File: src/rtl/common_pkg.sv
// Types and constants shared by the pipeline stages: control word, funct3 encodings, LSU states.
package common;

    localparam logic [2:0] F3_LB  = 3'b000;
    localparam logic [2:0] F3_LH  = 3'b001;
    localparam logic [2:0] F3_LW  = 3'b010;
    localparam logic [2:0] F3_LD  = 3'b011;
    localparam logic [2:0] F3_LBU = 3'b100;
    localparam logic [2:0] F3_LHU = 3'b101;
    localparam logic [2:0] F3_LWU = 3'b110;
    localparam logic [2:0] F3_SB  = 3'b000;
    localparam logic [2:0] F3_SH  = 3'b001;
    localparam logic [2:0] F3_SW  = 3'b010;
    localparam logic [2:0] F3_SD  = 3'b011;

    typedef struct packed {
        logic       reg_write;
        logic       mem_to_reg;
        logic       mem_read;
        logic       mem_write;
        logic [2:0] funct3;
    } control_type;

    typedef enum logic {IDLE, REQ} lsu_state_t;

    // log2 of the access size in bytes; doubleword accesses collapse to word on a 32-bit datapath
    function automatic logic [1:0] access_size(input logic [2:0] funct3, input int xlen);
        logic [1:0] size;
        size = funct3[1:0];
        if (xlen == 32 && size == 2'd3) size = 2'd2;
        return size;
    endfunction

endpackage

File: src/rtl/mem_load_align.sv
// Shifts the addressed lane of a read word down to bit 0 and sign/zero-extends it per funct3.
module mem_load_align
    import common::*;
#(
    parameter int XLEN = 32
) (
    input  logic [XLEN-1:0]            d_rdata,
    input  logic [$clog2(XLEN/8)-1:0]  off,
    input  logic [2:0]                 funct3,
    output logic [XLEN-1:0]            load_data
);

    logic [XLEN-1:0] shifted;

    assign shifted = d_rdata >> {off, 3'b000};

    always_comb begin
        load_data = shifted;
        case (funct3)
            F3_LB:  load_data = XLEN'($signed(shifted[7:0]));
            F3_LH:  load_data = XLEN'($signed(shifted[15:0]));
            F3_LW:  load_data = XLEN'($signed(shifted[31:0]));
            F3_LBU: load_data = XLEN'(shifted[7:0]);
            F3_LHU: load_data = XLEN'(shifted[15:0]);
            // On a 32-bit datapath LWU and LD have no meaning and behave as LW
            F3_LWU: load_data = (XLEN == 64) ? XLEN'(shifted[31:0]) : XLEN'($signed(shifted[31:0]));
            F3_LD:  load_data = (XLEN == 64) ? shifted : XLEN'($signed(shifted[31:0]));
            default: load_data = shifted;
        endcase
    end

endmodule

File: src/rtl/mem_access_unit.sv
// Handshaked memory stage: issues one req/ack bus transaction per aligned load/store and
// returns formatted results with a one-cycle out_valid pulse.
module mem_access_unit
    import common::*;
#(
    parameter int XLEN   = 32,
    parameter int ADDR_W = 32
) (
    input  logic                clk,
    input  logic                reset,
    input  logic                in_valid,
    output logic                in_ready,
    input  logic [XLEN-1:0]     alu_data_in,
    input  logic [XLEN-1:0]     store_data_in,
    input  control_type         control_in,
    output logic                out_valid,
    output logic [XLEN-1:0]     alu_data_out,
    output logic [XLEN-1:0]     memory_data_out,
    output control_type         control_out,
    output logic                misaligned,
    output logic                d_req,
    output logic                d_we,
    output logic [ADDR_W-1:0]   d_addr,
    output logic [XLEN/8-1:0]   d_be,
    output logic [XLEN-1:0]     d_wdata,
    input  logic                d_ack,
    input  logic [XLEN-1:0]     d_rdata
);

    localparam int BE_W  = XLEN / 8;
    localparam int OFF_W = $clog2(BE_W);

    lsu_state_t        state_reg, state_next;
    logic [OFF_W-1:0]  off_in, off_reg, lane_mask;
    logic [1:0]        size_in;
    logic              mem_op, mis_in;
    logic [BE_W-1:0]   be_base, be_in;
    logic [XLEN-1:0]   wdata_in, load_data;

    assign off_in = alu_data_in[OFF_W-1:0];
    assign mem_op = control_in.mem_read | control_in.mem_write;

    always_comb begin
        size_in   = access_size(control_in.funct3, XLEN);
        mis_in    = 1'b0;
        be_base   = '1;
        lane_mask = '1;
        case (size_in)
            2'd0: begin be_base = BE_W'(1);  lane_mask = '0;           end
            2'd1: begin be_base = BE_W'(3);  lane_mask = OFF_W'(1); mis_in = off_in[0];          end
            2'd2: begin be_base = BE_W'(15); lane_mask = OFF_W'(3); mis_in = off_in[1:0] != 2'd0; end
            default: mis_in = off_in != '0;
        endcase
        be_in = be_base << off_in;
    end

    // Each byte lane takes the store byte at (lane index mod access size), replicating the datum
    genvar gi;
    generate
        for (gi = 0; gi < BE_W; gi++) begin : g_lane
            localparam logic [OFF_W-1:0] LANE = OFF_W'(gi);
            logic [OFF_W-1:0] src;
            assign src = LANE & lane_mask;
            assign wdata_in[gi*8 +: 8] = store_data_in[{src, 3'b000} +: 8];
        end
    endgenerate

    mem_load_align #(.XLEN(XLEN)) u_align (
        .d_rdata   (d_rdata),
        .off       (off_reg),
        .funct3    (control_out.funct3),
        .load_data (load_data)
    );

    always_ff @(posedge clk or posedge reset) begin
        if (reset) state_reg <= IDLE;
        else       state_reg <= state_next;
    end

    always_comb begin
        state_next = state_reg;
        in_ready   = 1'b0;
        d_req      = 1'b0;
        case (state_reg)
            IDLE: begin
                in_ready = 1'b1;
                if (in_valid && mem_op && !mis_in) state_next = REQ;
            end
            REQ: begin
                d_req = 1'b1;
                if (d_ack) state_next = IDLE;
            end
            default: state_next = IDLE;
        endcase
    end

    always_ff @(posedge clk or posedge reset) begin
        if (reset) begin
            out_valid       <= 1'b0;
            misaligned      <= 1'b0;
            alu_data_out    <= '0;
            memory_data_out <= '0;
            control_out     <= '0;
            d_we            <= 1'b0;
            d_addr          <= '0;
            d_be            <= '0;
            d_wdata         <= '0;
            off_reg         <= '0;
        end else begin
            out_valid  <= 1'b0;
            misaligned <= 1'b0;
            if (state_reg == IDLE && in_valid) begin
                alu_data_out    <= alu_data_in;
                control_out     <= control_in;
                memory_data_out <= '0;
                if (!mem_op) begin
                    out_valid <= 1'b1;
                end else if (mis_in) begin
                    out_valid  <= 1'b1;
                    misaligned <= 1'b1;
                end else begin
                    d_we    <= control_in.mem_write;
                    d_addr  <= {alu_data_in[ADDR_W-1:OFF_W], {OFF_W{1'b0}}};
                    d_be    <= be_in;
                    d_wdata <= wdata_in;
                    off_reg <= off_in;
                end
            end else if (state_reg == REQ && d_ack) begin
                out_valid       <= 1'b1;
                memory_data_out <= control_out.mem_read ? load_data : '0;
            end
        end
    end

endmodule
File: config.mk
export PLATFORM = sky130hd
export DESIGN_NAME = mem_access_unit
export DESIGN_NICKNAME = d
export VERILOG_FILES = /design/src/rtl/common_pkg.sv /design/src/rtl/mem_load_align.sv /design/src/rtl/mem_access_unit.sv
export SDC_FILE = /design/constraint.sdc
export NUM_CORES = 1
export LEC_CHECK = 0
export ABC_AREA = 1
export ABC_CLOCK_PERIOD_IN_PS = 10600
export BUFFER_PORTS_ARGS = -buffer_cell sky130_fd_sc_hd__buf_4
export CORE_ASPECT_RATIO = 1.4
export CORE_MARGIN = 2
export CORE_UTILIZATION = 54
export CTS_BUF_LIST = sky130_fd_sc_hd__clkbuf_8
export DETAILED_ROUTE_END_ITERATION = 8
export HOLD_SLACK_MARGIN = 0.08
export PLACE_DENSITY = 0.89
export SLEW_MARGIN = 25
export SYNTH_ARGS = -nofsm -noshare
export SYNTH_HDL_FRONTEND = slang
export SYNTH_SLANG_ARGS = --single-unit
File: constraint.sdc
create_clock -name clk -period 10.6 [get_ports clk]
set_clock_uncertainty 0.1 [all_clocks]
set_input_delay 2.12 -clock clk [delete_from_list [all_inputs] [get_ports clk]]
set_output_delay 2.12 -clock clk [all_outputs]
set_load 0.05 [all_outputs]
==> flow_summary_export.csv <==
group,metric,value,unit
global_route,grt_overflow_total,0,
power_and_ir_drop,total_power,0.00197,W
setup_path,critical_path_class,"in2reg",
setup_path,worstSetupEndpointType,"flip-flop",
layout,largestRegisters,"alu_data_out x32, d_wdata x32, memory_data_out x32",
logic_synthesis,synth_area,6400,um^2
layout,drive_gt1_frac,0.295,
logic_synthesis,synth_top_area_cell,"dfrtp_1",
setup_path,required,10790,ps
layout,antenna_cells,0,
floorplan,core,11700,um^2
timing,min_period,3780,ps
detailed_routing,dr.pass1.iters,6,
clock_tree,clk_path_buf_depth,2,
floorplan,die_w,96.0,um
timing,hold-worst-slack,377,ps
global_route,grt_max_degree,118,
setup_path,timing.rr.end,"memory_data_out[25]",
clock_tree,postCtsSetupBuffers,0,
global_route,grt_pass1_vias,5940,
setup_path,reg2reg_depth,7,
detailed_routing,totalWireLength,18.4,mm
timing,setup_viol,0,
layout,layout.nets,1113,
logic_synthesis,yosysSeqAreaShare,0.559,
setup_path,arrival,3960,ps
timing,finalSetupTns,0,ps
logic_synthesis,ys_async_sr_fraction,1.00,
placement,gp_congestion,0.855,
setup_path,ff2ff_setup_slack,8120,ps
layout,finalCoreUtilization,0.738,
hold_path,hp-start,"d_be[2]",
outcome,status,"complete, no violations",
setup_path,timing.rr.start,"off_reg[0]",
logic_synthesis,synthTopCellsByArea,"dfrtp_1 (56%), nand2_1 (20%), o21ai_0 (6.4%)",
placement,dp_hpwl,13.2,mm
layout,syn_to_final_growth,34.8,%
detailed_routing,drt_iter0_drc,450,
power_and_ir_drop,irDropWorstVdd,0.000154,V
detailed_routing,drc,0,
power_and_ir_drop,power_leakage,4.79,nW
clock_tree,cts-buffers-inserted,17,
floorplan,io_pins,251,
detailed_routing,wl_per_cell,15.8,um
detailed_routing,dr_total_vias,6068,
timing,worst_slew_pin_slew,1050,ps
floorplan,initial_core_util,0.547,
timing,finalHoldViolations,0,
logic_synthesis,synth_seq_cells,143,
global_route,antenna_found_initial,0,
logic_synthesis,synth_edf_count,0,
flow_run,maxCapViolations,0,
timing,rsz0062_at_grt,"false",
clock_tree,h-tree-depth,4,
placement,post-place-cells,1134,
setup_path,critPathLaunchType,"input pin",
logic_synthesis,ys_types,26,
clock_tree,cts_hold_buffers,0,
setup_path,crit_end,"d_wdata[29]",
clock_tree,clkSinkCount,143,
global_route,grt_pass1_wl,29.2,mm
timing,max_freq,265,MHz
clock_tree,clock-root-buffer,"clkbuf_8",
setup_path,startpoint,"in_valid",
placement,port_buffers,248,
timing,drv_slew,0,
logic_synthesis,synth_commonest_cells,"nand2_1 (348), dfrtp_1 (143), o21ai_0 (82)",
clock_tree,ctsResizeCount,0,
logic_synthesis,netlist_instances,783,
setup_path,critPathMaxFanout,117,
clock_tree,clk_latency,440,ps
logic_synthesis,synth.most_common_cell,"nand2_1",
clock_tree,tritoncts,"yes",
floorplan,dieArea,12800,um^2
detailed_routing,vias_per_cell,5.21,
global_route,grt.total_usage,0.299,
logic_synthesis,yosysWarnings,0,
timing,max_slew_margin,0.302,
logic_synthesis,syn_area_per_cell,8.18,um^2
floorplan,rows,47,
power_and_ir_drop,power-per-cell-area,228,nW/um^2
hold_path,hold_path_class,"reg2reg",
logic_synthesis,synth_top_area_share,0.559,
layout,final_cell_count_no_fill,1165,
clock_tree,clk_pin_slew,90,ps
detailed_routing,antenna_left,0,
floorplan,die_y,133,um
logic_synthesis,synth_ff_type,"dfrtp_1",
timing,min_period_over_period,0.356,
==> cells by family (layout without fill, tap and decap cells) <==
| kind of cell | count (synthesis) | after routing | share of synthesized area |
|---|---|---|---|
| AO/OA/AOI/OAI | 137 | 137 | 0.113 |
| buffers and inverters | 102 | 336 | 0.0723 |
| flip-flops | 143 | 143 | 0.559 |
| multiplexers | 8 | 8 | 0.0125 |
| other | 1 | 2 | 0.000586 |
| AND/OR/NAND/NOR | 392 | 392 | 0.243 |
==> per-layer routing <==
metal	GRT usage	share of wire	vias to the layer above
li1	-	-	2909
met1	0.367	0.37	2820
met2	0.476	0.50	285
met3	0.0934	0.091	54
met4	0.143	0.042	0
met5	0	0	-
==> through the flow <==
step	instance area, um^2	worst slack [ps]
4_1_cts	8620	6500
3_5_place_dp	8230	6010
3_3_place_gp	8230	6170
6_report	8630	6820
5_1_grt	8630	6580
2_1_floorplan	6410	4540
==> critical path: stages <==
cell	delay, ps
buf_4	120
nand2_2	50
buf_4	510
inv_2	190
o21ai_2	140
inv_2	90
nand2_8	440
o21ai_0	240
==> layout make-up <==
type / instances / area, um^2
Sequential cell: 143 / 3580
Fill cell: 854 / 3070
Multi-Input combinational cell: 539 / 2380
Timing Repair Buffer: 251 / 1890
Clock buffer: 17 / 234
Inverter: 54 / 208
Tap cell: 147 / 184
Clock inverter: 14 / 158
==> how the worst min path moves through the flow <==
stage	endpoint	slack (ps)	cells past startpoint
after detailed placement	d_be[2]	360	2
final	d_be[2]	380	2
after global placement	d_wdata[14]	350	2
after global routing	d_wdata[12]	400	2
after floorplan	memory_data_out[0]	610	5
after CTS	d_be[2]	380	2
==> where the power goes <==
part,switching [W],internal [W],leakage (nW)
combinational,0.000581,0.000227,2.79
clock,0.000223,0.000212,0.183
sequential,0.0000754,0.000646,1.82
total,0.000880,0.00109,4.79
==> placed cells by master, fill, tap and decap left out, types with 2 or more instances in the layout <==
cell	synthesis	layout
dfrtp_1	143	143
nand3_4	2	2
mux2i_1	8	8
buf_4	4	250
nand2_2	3	2
inv_1	49	47
conb_1	1	2
o21ai_0	82	82
inv_6	0	5
a21oi_1	17	17
clkbuf_8	0	17
nand2_1	348	348
o211ai_1	9	9
a31oi_1	5	5
bufinv_16	0	2
nor2_2	2	3
nor2_1	7	6
inv_2	5	6
nand3_1	29	29
clkinvlp_4	0	5
o21ai_1	21	21
No activity file was read; power rests on OpenSTA's default activity.
